**config.mk**
```make
export PLATFORM = sky130hd
export DESIGN_NAME = obj_loader
export DESIGN_NICKNAME = d
export VERILOG_FILES = /design/src/rtl/obj_loader.sv
export SDC_FILE = /design/constraint.sdc
export NUM_CORES = 1
export LEC_CHECK = 0
export BUFFER_PORTS_ARGS = -buffer_cell sky130_fd_sc_hd__buf_2
export CAP_MARGIN = 20
export CORE_MARGIN = 2
export CORE_UTILIZATION = 51
export DETAILED_ROUTE_END_ITERATION = 16
export PLACE_DENSITY = 0.73
export SETUP_SLACK_MARGIN = 0.1
export SYNTH_ARGS = -nofsm -noshare
export SYNTH_HDL_FRONTEND = slang
export SYNTH_SLANG_ARGS = --single-unit
```
**constraint.sdc**
```tcl
create_clock -name clk -period 3.15 [get_ports clk]
set_input_delay 0.315 -clock clk [delete_from_list [all_inputs] [get_ports clk]]
set_output_delay 0.315 -clock clk [all_outputs]
set_load 0.1 [all_outputs]
```
**src/rtl/obj_loader.sv**
```systemverilog
// obj_loader: decodes a PAL binary-format byte stream into 12-bit words and writes them to memory.
// Define LOADER_CHECKSUM_EN to delay each word by one slot and verify the trailing checksum word.
module obj_loader (
    input  logic        clk,
    input  logic        btnCpuReset,
    input  logic        in_valid,
    input  logic [7:0]  in_data,
    output logic        in_ready,
    output logic [11:0] mem_address,
    output logic [11:0] mem_write_data,
    output logic        mem_write_enable,
    input  logic        mem_finished,
    output logic        busy,
    output logic        done,
    output logic        error
);

    typedef enum logic [2:0] {LEADER, HI, LO, WRITE, WAIT_ACK, DONE} state_t;

    state_t      state, state_next;
    logic [6:0]  high_byte;
    logic [11:0] addr;
    logic [11:0] word_reg;
    logic        accept, hi_take, lo_ok, lo_bad, trailer;
    logic [11:0] word_now;
    logic        proc_valid, proc_origin;
    logic [11:0] proc_word;
    logic        sum_fault;

    assign in_ready = (state == LEADER) || (state == HI) || (state == LO);
    assign busy     = (state == HI) || (state == LO) || (state == WRITE) || (state == WAIT_ACK);
    assign done     = (state == DONE);
    assign accept   = in_valid && in_ready;
    assign hi_take  = accept && !in_data[7] && ((state == LEADER) || (state == HI));
    assign lo_ok    = accept && (state == LO) && !in_data[7] && !in_data[6];
    assign lo_bad   = accept && (state == LO) && (in_data[7] || in_data[6]);
    assign trailer  = accept && (state == HI) && in_data[7];
    assign word_now = {high_byte[5:0], in_data[5:0]};

`ifdef LOADER_CHECKSUM_EN
    // The most recent word stays pending; whichever word is pending at the trailer is the checksum.
    logic [11:0] checksum;
    logic [11:0] pend_word;
    logic [11:0] pend_sum;
    logic        pend_origin;
    logic        pend_valid;

    assign proc_valid  = lo_ok && pend_valid;
    assign proc_word   = pend_word;
    assign proc_origin = pend_origin;
    assign sum_fault   = trailer && (!pend_valid || (pend_word != (checksum - pend_sum)));

    always_ff @(posedge clk or negedge btnCpuReset) begin
        if (!btnCpuReset) begin
            checksum    <= '0;
            pend_word   <= '0;
            pend_sum    <= '0;
            pend_origin <= 1'b0;
            pend_valid  <= 1'b0;
        end else if (lo_bad) begin
            checksum   <= '0;
            pend_valid <= 1'b0;
        end else begin
            if (hi_take || lo_ok)
                checksum <= checksum + {4'd0, in_data};
            if (lo_ok) begin
                pend_word   <= word_now;
                pend_origin <= high_byte[6];
                pend_sum    <= {5'd0, high_byte} + {6'd0, in_data[5:0]};
                pend_valid  <= 1'b1;
            end
        end
    end
`else
    assign proc_valid  = lo_ok;
    assign proc_word   = word_now;
    assign proc_origin = high_byte[6];
    assign sum_fault   = 1'b0;
`endif

    always_ff @(posedge clk or negedge btnCpuReset) begin
        if (!btnCpuReset)
            state <= LEADER;
        else
            state <= state_next;
    end

    always_comb begin
        state_next = state;
        case (state)
            LEADER:   if (hi_take) state_next = LO;
            HI: begin
                if (trailer)
                    state_next = DONE;
                else if (hi_take)
                    state_next = LO;
            end
            LO: begin
                if (lo_bad)
                    state_next = LEADER;
                else if (lo_ok)
                    state_next = (proc_valid && !proc_origin) ? WRITE : HI;
            end
            WRITE:    state_next = WAIT_ACK;
            WAIT_ACK: if (mem_finished) state_next = HI;
            DONE:     state_next = DONE;
            default:  state_next = LEADER;
        endcase
    end

    // Memory outputs are registered so they stay frozen for the whole handshake.
    always_ff @(posedge clk or negedge btnCpuReset) begin
        if (!btnCpuReset) begin
            high_byte        <= '0;
            addr             <= '0;
            word_reg         <= '0;
            mem_address      <= '0;
            mem_write_data   <= '0;
            mem_write_enable <= 1'b0;
            error            <= 1'b0;
        end else begin
            if (hi_take)
                high_byte <= in_data[6:0];
            if (proc_valid) begin
                if (proc_origin)
                    addr <= proc_word;
                else
                    word_reg <= proc_word;
            end
            if (state == WRITE) begin
                mem_address      <= addr;
                mem_write_data   <= word_reg;
                mem_write_enable <= 1'b1;
            end else if ((state == WAIT_ACK) && mem_finished) begin
                mem_write_enable <= 1'b0;
                addr             <= addr + 12'd1;
            end
            if (lo_bad || sum_fault)
                error <= 1'b1;
        end
    end

endmodule
```
* Word-level counts from Yosys, hierarchy flattened
Index checks and enable logic that the tools add are counted.
** Word-level totals
- Bits in registers :: 60
- Output and inout port bits :: 29
- Input bits :: 12
- Logic and storage cells :: 54
** Cells by class
- Muxes and demuxes :: 13
- Add/sub/neg operators :: 1
- Equality and inequality tests :: 7
- Reduce and logical (&&, ||, !) cells :: 24
- Bitwise gates (word level) :: 1
** Operators with widths (count)
- 12-bit 2-to-1 mux :: 4
- 3-bit one-hot mux with 6 select lines :: 1
- 3-bit 2-to-1 mux :: 5
- 12-bit by 1-bit adder with 12-bit output (second input constant) :: 1
- 1-bit logical AND :: 11
- 3-bit by 2-bit equality test with 1-bit output (second input constant) :: 2
- 3-bit equality test (second input constant) :: 2
- 1-bit logical OR :: 6
- 2-bit AND reduction :: 2
- 3-bit by 1-bit equality test with 1-bit output (second input constant) :: 1
- 1-bit zero test :: 3
- 3-bit zero test :: 1
- 3-bit inequality test (second input constant) :: 1
- 1-bit 2-to-1 mux :: 2
- 2-bit 2-to-1 mux :: 1
- 2-bit inequality test (second input constant) :: 1
- 2-bit nonzero test :: 1
- 1-bit inverter :: 1

* Logic depth before layout (Yosys ltp)
Gate-level depths: netlist of run 1.
- Depth after elaboration :: 12
- Gate-level depth with buffers :: 5
- Depth with buffers taken out :: 5

* Worst setup path before layout of run 1
OpenSTA, ideal clock, no wires.
- Path kind :: register -> output
- From :: register state[2]
- To :: output port busy
- Data required time :: 2835 ps
- Path buffers :: 1
- Stages on the path, launching flop included :: 3
- Path slack :: 685 ps
- Arrival time :: 2150 ps
- Cells stage by stage :: dfrtp_1 -> buf_2 -> xnor2_1
** On the way
- Longest elaborated chain between the ends :: 4
- Elaborated cells on any way between the ends :: 7
- Those cells by class :: eq/ne (4); reduce/logical (3)
** Ends and longest elaborated chain
- start, declared :: line 20 : state_t state, state_next;
- start signal, assigned :: line 85 : state <= state_next;
- 3-bit by 1-bit equality test with 1-bit output / 3-bit by 2-bit equality test with 1-bit output (equally long branches) :: line 31 : assign busy = (state == HI) || (state == LO) || (state == WRITE) || (state == WAIT_ACK);
- 1-bit logical OR (2 in series) :: line 31
- 1-bit logical OR (*) :: line 31
- end, declared :: line 13 : output logic busy,
Mark *: on every way between the ends. The rest lies on a longest branch, timed or not.

* Final worst setup path of run 1
- From :: register state[2]
- To :: register mem_write_data[1]
** On the way
- Longest elaborated chain between the ends :: 1
** Ends and longest elaborated chain
- 3-bit by 2-bit equality test with 1-bit output :: line 130 : if (state == WRITE) begin
- end signal, assigned :: line 132 : mem_write_data <= word_reg;
- end, declared :: line 10 : output logic [11:0] mem_write_data,
No other way between the ends.
A chain may end at the register's enable or synchronous reset.

==> results of run 1 <==
[layer usage]
metal / track usage, % / share of wire [%] / vias to the layer above
met3: 5.924 / 4.5 / 10
met2: 29.03 / 47 / 40
met1: 26.98 / 46 / 909
li1: - / - / 860
met5: 0 / 0 / -
met4: 9.636 / 2.0 / 0
[metrics by stage]
stage                     std cells  cell area [um^2]  hold slack (ps)  utilization [%]
after floorplan                 209              2684            19.41                -
after global placement          311              2923            442.3            57.23
after detailed placement        311              2923            448.0            57.23
after CTS                       327              3124            73.89            61.17
after global routing            327              3124            120.7            61.17
final                           327              3124            54.83            61.17
[worst reg2reg max path, delay by kind of cell (launching register included)]
family                 cells  cell delay (ps)
and+or+nand+nor            2              630
muxes                      1              370
DFF                        1              620
buffers and inverters      1              310
[synthesized netlist by cell type, drive strengths merged, types with 2 or more instances]
master / n
a211oi: 5
a21oi: 12
a311oi: 3
a31oi: 2
and3: 3
and4: 2
and4bb: 2
buf: 9
dfrtp: 60
inv: 4
mux2: 40
nand2: 10
nand3: 6
nand4: 3
nand4bb: 2
nor2: 14
nor3: 3
o21ai: 6
o22ai: 2
[how the worst min path moves through the flow]
stage / end / cells past startpoint
after floorplan: addr[0]$_DFF_PN0_ / 0
after global placement: mem_address[7]$_DFFE_PN0P_ / 1
after detailed placement: mem_address[7]$_DFFE_PN0P_ / 1
after CTS: mem_address[7]$_DFFE_PN0P_ / 1
after global routing: word_reg[4]$_DFFE_PN0N_ / 1
final: mem_write_data[5]$_DFFE_PN0P_ / 1
[kinds of logic (layout without fill, tap and decap cells)]
logic type,after synthesis,in the layout,share of synthesized area (%)
buf+inv,14,62,2.936
compound gates,40,40,10.02
mux,40,40,17.76
flops,60,60,55.94
simple gates,53,53,12.54
xor+xnor,1,1,0.3264
fa+ha+maj,1,1,0.4661
[area by class of cell]
type	count	area (um^2)
Inverter	4	15.01
Sequential cell	60	1501
Clock inverter	6	63.81
Timing Repair Buffer	42	215.2
Multi-Input combinational cell	135	1104
Tap cell	70	87.58
Clock buffer	10	137.6
Fill cell	432	1983
==> impl_metrics.py, run 1 <==
metrics = {
    "run_status": {
        "status": "finished, final reports clean",
    },
    "die": {
        "num_rows": 26,
        "fp.dieW_um": 76.54,
        "die-area_um2": 5858,
        "pin_count": 41,
        "die_h_um": 76.54,
        "start_util_pct": 52.55,
        "coreArea_um2": 5107,
    },
    "worst_setup_path": {
        "r2r-end": "mem_write_data[1]$_DFFE_PN0P_",
        "startpoint": "state[2]$_DFFE_PN0P_",
        "worst_setup_path_end_kind": "flip-flop",
        "crit_family": "simple AND/OR/NAND/NOR gates",
        "crit_chain": "and2b_1 -> nand2_1 -> buf_4 -> mux2_2",
        "slowest_stage": "dfrtp_1",
        "cp-start-kind": "flip-flop",
        "reg2reg_depth": 4,
        "crit_type": "flip-flop to flip-flop",
        "path_depth": 4,
        "cp-endpoint": "mem_write_data[1]$_DFFE_PN0P_",
        "cp_max_fo": 14,
        "cpPeakStageDelay_ps": 620,
        "r2r_slack_ps": 1100,
        "arrival_ps": 2270,
        "path_buf_inv": 1,
        "worstPathRequired_ps": 3370,
        "r2r-start": "state[2]$_DFFE_PN0P_",
    },
    "sta": {
        "slew_violations": 0,
        "max_slew_margin_pct": 46.96,
        "setup_viol": 0,
        "setup_ws_ps": 1100,
        "hold_viol": 0,
        "setup_tns_ps": 0,
        "rsz0062_at_grt": "false",
        "skew_ps": 8.123,
        "tightest_slew_ps": 795.6,
        "min_period_over_period_pct": 65.08,
        "timing.fmax_mhz": 487.8,
        "fin_crit_ps": 2050,
    },
    "grt": {
        "grt_usage_pct": 19.81,
        "grt_pass1_wl_um": 8914,
        "grt_pass1_vias": 1840,
        "antenna_found_initial": 0,
        "grt_max_degree": 37,
        "grt-ovfl-total": 0,
    },
    "synth": {
        "synth-async-reset-ratio_pct": 100.0,
        "synth_cell_types": 49,
        "ys_seq_area_share_pct": 55.94,
        "synth-seq-cells": 60,
        "yosys_warnings": 0,
        "synth_top_area_cell": "dfrtp_1",
        "yosys.area.top_type_share_pct": 55.94,
        "postSynthAreaPerCell_um2": 12.84,
        "synth_area_um2": 2684,
        "synthFlopType": "dfrtp_1",
        "synth_nets": 222,
        "synth.area.top_cells": "dfrtp_1, mux2_2, mux2_4",
        "netlist_instances": 209,
        "synth_edf_count": 0,
    },
    "detailed_routing": {
        "wire_per_inst_um": 15.82,
        "routed_wl_um": 5173,
        "drc": 0,
        "viasPerCell": 5.563,
        "via_count": 1819,
        "drt_iter0_markers": 111,
        "detail_route.first_pass.iterations": 4,
        "drtAntennaViolNets": 0,
    },
    "clock_network": {
        "clock_latency_ps": 340,
        "cts_root_buf": "clkbuf_8",
        "cts_max_level": 3,
        "holdBufCountCts": 0,
        "clk_pin_slew_worst_paths_ps": 70,
        "cts.path.max_buffers": 2,
        "cts_made_buffers": 9,
        "cts_setup_buffers": 0,
        "ctsResizeCount": 0,
        "cts_tree": "done",
        "cts_sinks": 60,
    },
    "final_layout": {
        "final_common_cell": "dfrtp_1",
        "areaGrowthSynthToFinish_pct": 16.41,
        "nets": 265,
        "layout_common_cells": "dfrtp_1, buf_2, mux2_2",
        "layout-drive-gt1-share_pct": 42.02,
        "diodes": 0,
    },
    "placed_design": {
        "portBuffers": 40,
        "dpl.hpwl_um": 3615,
        "place.gp.congestion": 0.7914,
        "dp_slack_ps": 1089,
    },
    "min_path": {
        "min_path_type": "input port to async pin",
    },
    "job": {
        "maxCapViolCount": 0,
    },
}
Power of run 1 is left out: the tool's default activity adds up to more than one toggle a clock period on the data nets, which glitch-free logic cannot reach.
==> run 2: changes to the inputs <==
Settings changed: ABC_AREA set to 1, PLACE_DENSITY 0.73 to 0.75.
Clock period 3.15 ns to 1.7 ns, I/O delays scaled along.
==> run 2 against run 1 <==
Flip-flop and latch count unchanged. Die area up 9.7%. Global-route usage up 2.9 points. Utilization up 2.6 points. Wire length up 30%. Synthesized area up 10%. Clock skew down 1.1 ps. First-iteration DRC count up 49%. Critical path depth down 2. Hold slack better by 31 ps. Synthesized cell count up 81%. Critical endpoint is now in_ready.
==> impl_metrics.py, run 2 <==
metrics = {
    "synth": {
        "yosys-top-cells-count": "nand2_1, dfrtp_1, o21ai_0",
        "netlist_instances": 378,
        "postSynthAreaPerCell_um2": 7.828,
        "synth.area.top_cells": "dfrtp_1, nand2_1, o21ai_0",
        "synth_top_area_cell": "dfrtp_1",
        "yosys_warnings": 0,
        "synth_area_um2": 2959,
        "ys_seq_area_share_pct": 50.74,
        "synth.most_common_cell": "nand2_1",
        "yosys.area.top_type_share_pct": 50.74,
        "synth_cell_types": 24,
        "synth_mux_area_share_pct": 0,
        "synth_edf_count": 0,
        "synth-async-reset-ratio_pct": 100.0,
        "synth_top_family_by_area": "simple AND/OR/NAND/NOR gates",
        "synth_compound_area_share_pct": 11.75,
        "synthAdderAreaFrac_pct": 0.4228,
        "synth_nets": 391,
        "synth-xor-area-share_pct": 0,
        "synth-seq-cells": 60,
        "synth_simple_gate_area_share_pct": 29.18,
        "synthFlopType": "dfrtp_1",
    },
    "worst_setup_path": {
        "crit_type": "flip-flop to primary output",
        "cp_max_fo": 6,
        "r2r_slack_ps": 250,
        "slowest_stage": "dfrtp_1",
        "cp-start-kind": "flip-flop",
        "worst_setup_path_end_kind": "primary output",
        "arrival_ps": 1370,
        "cpPeakStageDelay_ps": 470,
        "worstPathRequired_ps": 1530,
        "crit_chain": "a21oi_2 -> buf_2",
    },
    "detailed_routing": {
        "drtAntennaViolNets": 0,
        "routed_wl_um": 6710,
        "viasPerCell": 5.080,
        "detail_route.first_pass.iterations": 4,
        "drt_iter0_markers": 165,
        "via_count": 2555,
        "drc": 0,
        "wire_per_inst_um": 13.34,
    },
    "final_layout": {
        "stdcell_area_um2": 3532,
        "layout-drive-gt1-share_pct": 22.04,
        "layout_common_cells": "nand2_1, dfrtp_1, o21ai_0",
        "diodes": 0,
        "final_common_cell": "nand2_1",
        "nets": 439,
        "areaGrowthSynthToFinish_pct": 19.37,
        "fillers": 490,
    },
    "clock_network": {
        "cts_root_buf": "clkbuf_8",
        "cts_sinks": 60,
        "cts_made_buffers": 9,
        "cts_max_level": 3,
        "clk_pin_slew_worst_paths_ps": 70,
        "cts_tree": "done",
        "cts.path.max_buffers": 2,
        "clock_latency_ps": 330,
        "cts_setup_buffers": 0,
    },
    "sta": {
        "max_slew_margin_pct": 59.87,
        "fin_crit_ps": 1542,
        "slew_violations": 0,
        "tightest_slew_ps": 602.0,
        "setup_viol": 0,
        "setup_tns_ps": 0,
        "min_period_over_period_pct": 90.71,
        "hold_viol": 0,
        "rsz0062_at_grt": "false",
        "timing.fmax_mhz": 648.5,
        "skew_ps": 7.025,
        "hold_ws_ps": 85.55,
    },
    "grt": {
        "grt_pass1_wl_um": 11120,
        "grt_max_degree": 46,
        "antenna_found_initial": 0,
        "grt_usage_pct": 22.72,
        "grt-ovfl-total": 0,
        "grt_pass1_vias": 2429,
    },
    "job": {
        "maxCapViolCount": 0,
    },
    "die": {
        "fp.dieW_um": 80.17,
        "die_h_um": 80.17,
        "die-area_um2": 6427,
        "coreArea_um2": 5540,
        "pin_count": 41,
        "num_rows": 27,
        "start_util_pct": 53.41,
    },
    "placed_design": {
        "place.gp.congestion": 0.9125,
        "portBuffers": 40,
        "dpl.hpwl_um": 4928,
        "placed_area_um2": 3296,
    },
    "min_path": {
        "min_path_type": "input port to flip-flop",
    },
    "run_status": {
        "status": "finished, final reports clean",
    },
}
## run 2: cell count changes after synthesis, moves of 8 or more
cell	previous run	this run
nand2_1	10	153
inv_1	4	33
o21ai_2	0	8
o21ai_0	6	46
mux2_2	33	0
a21oi_1	12	3
nand3_1	5	24
## run 2: kinds of logic after synthesis
| group | after synthesis |
|---|---|
| and+or+nand+nor | 204 |
| AOI/OAI and AO/OA | 62 |
| DFF | 60 |
| buffers and inverters | 51 |
| adders and majority gates | 1 |
## run 2: final timing paths
check | startpoint | end | depth (start not counted)
max in group asynchronous | btnCpuReset | state[2]$_DFFE_PN0P_ | 3
setup / recovery | state[0]$_DFFE_PN0P_ | in_ready | 2
min in group asynchronous | btnCpuReset | mem_write_data[11]$_DFFE_PN0P_ | 2
hold / removal | in_data[5] | high_byte[5]$_DFFE_PN0P_ | 3
hold reg to reg | error$_DFFE_PN0P_ | error$_DFFE_PN0P_ | 1
setup reg to reg | state[0]$_DFFE_PN0P_ | addr[7]$_DFF_PN0_ | 8
## run 2: per-layer routing
layer	share of wire [%]	GRT usage (%)	routed length [um]	up-vias
met4	1.4	8.305	94	0
met1	46	29.49	3106	1189
met3	4.4	5.169	298	12
met2	48	37.17	3210	60
li1	-	-	-	1294
met5	0	0	0	-
## run 2: through the flow
step	cells	utilization, %	worst slack [ps]
6_report	503	63.75	157.9
5_1_grt	503	63.75	109.8
4_1_cts	503	63.44	110.7
3_5_place_dp	486	59.49	242.5
3_3_place_gp	486	59.49	274.8
2_1_floorplan	378	-	55.43
## run 2: area by class of cell
type	count	area (um^2)	area share, %
inverters	36	135.1	3.826
repair buffers	52	360.3	10.20
clock inverters	6	63.81	1.807
clock buffers	10	137.6	3.897
well taps	72	90.09	2.550
multi-input cells	267	1241	35.14
flip-flops and latches	60	1504	42.58
## run 2: critical path, delay by kind of cell (launching register included)
kind	cells	cell delay, ps
flip-flops	1	470
AO/OA/AOI/OAI	1	140
buffers and inverters	1	430
## run 2: timing repair
item / in CTS / in global routing
pin swaps: 0 / 1
endpoints found under the setup margin: 2 / 7
hold buffers: 1 / 0
endpoints found under the hold margin: 20 / 0
gates resized for setup: 3 / 5
Power of run 2 is left out for the same reason.
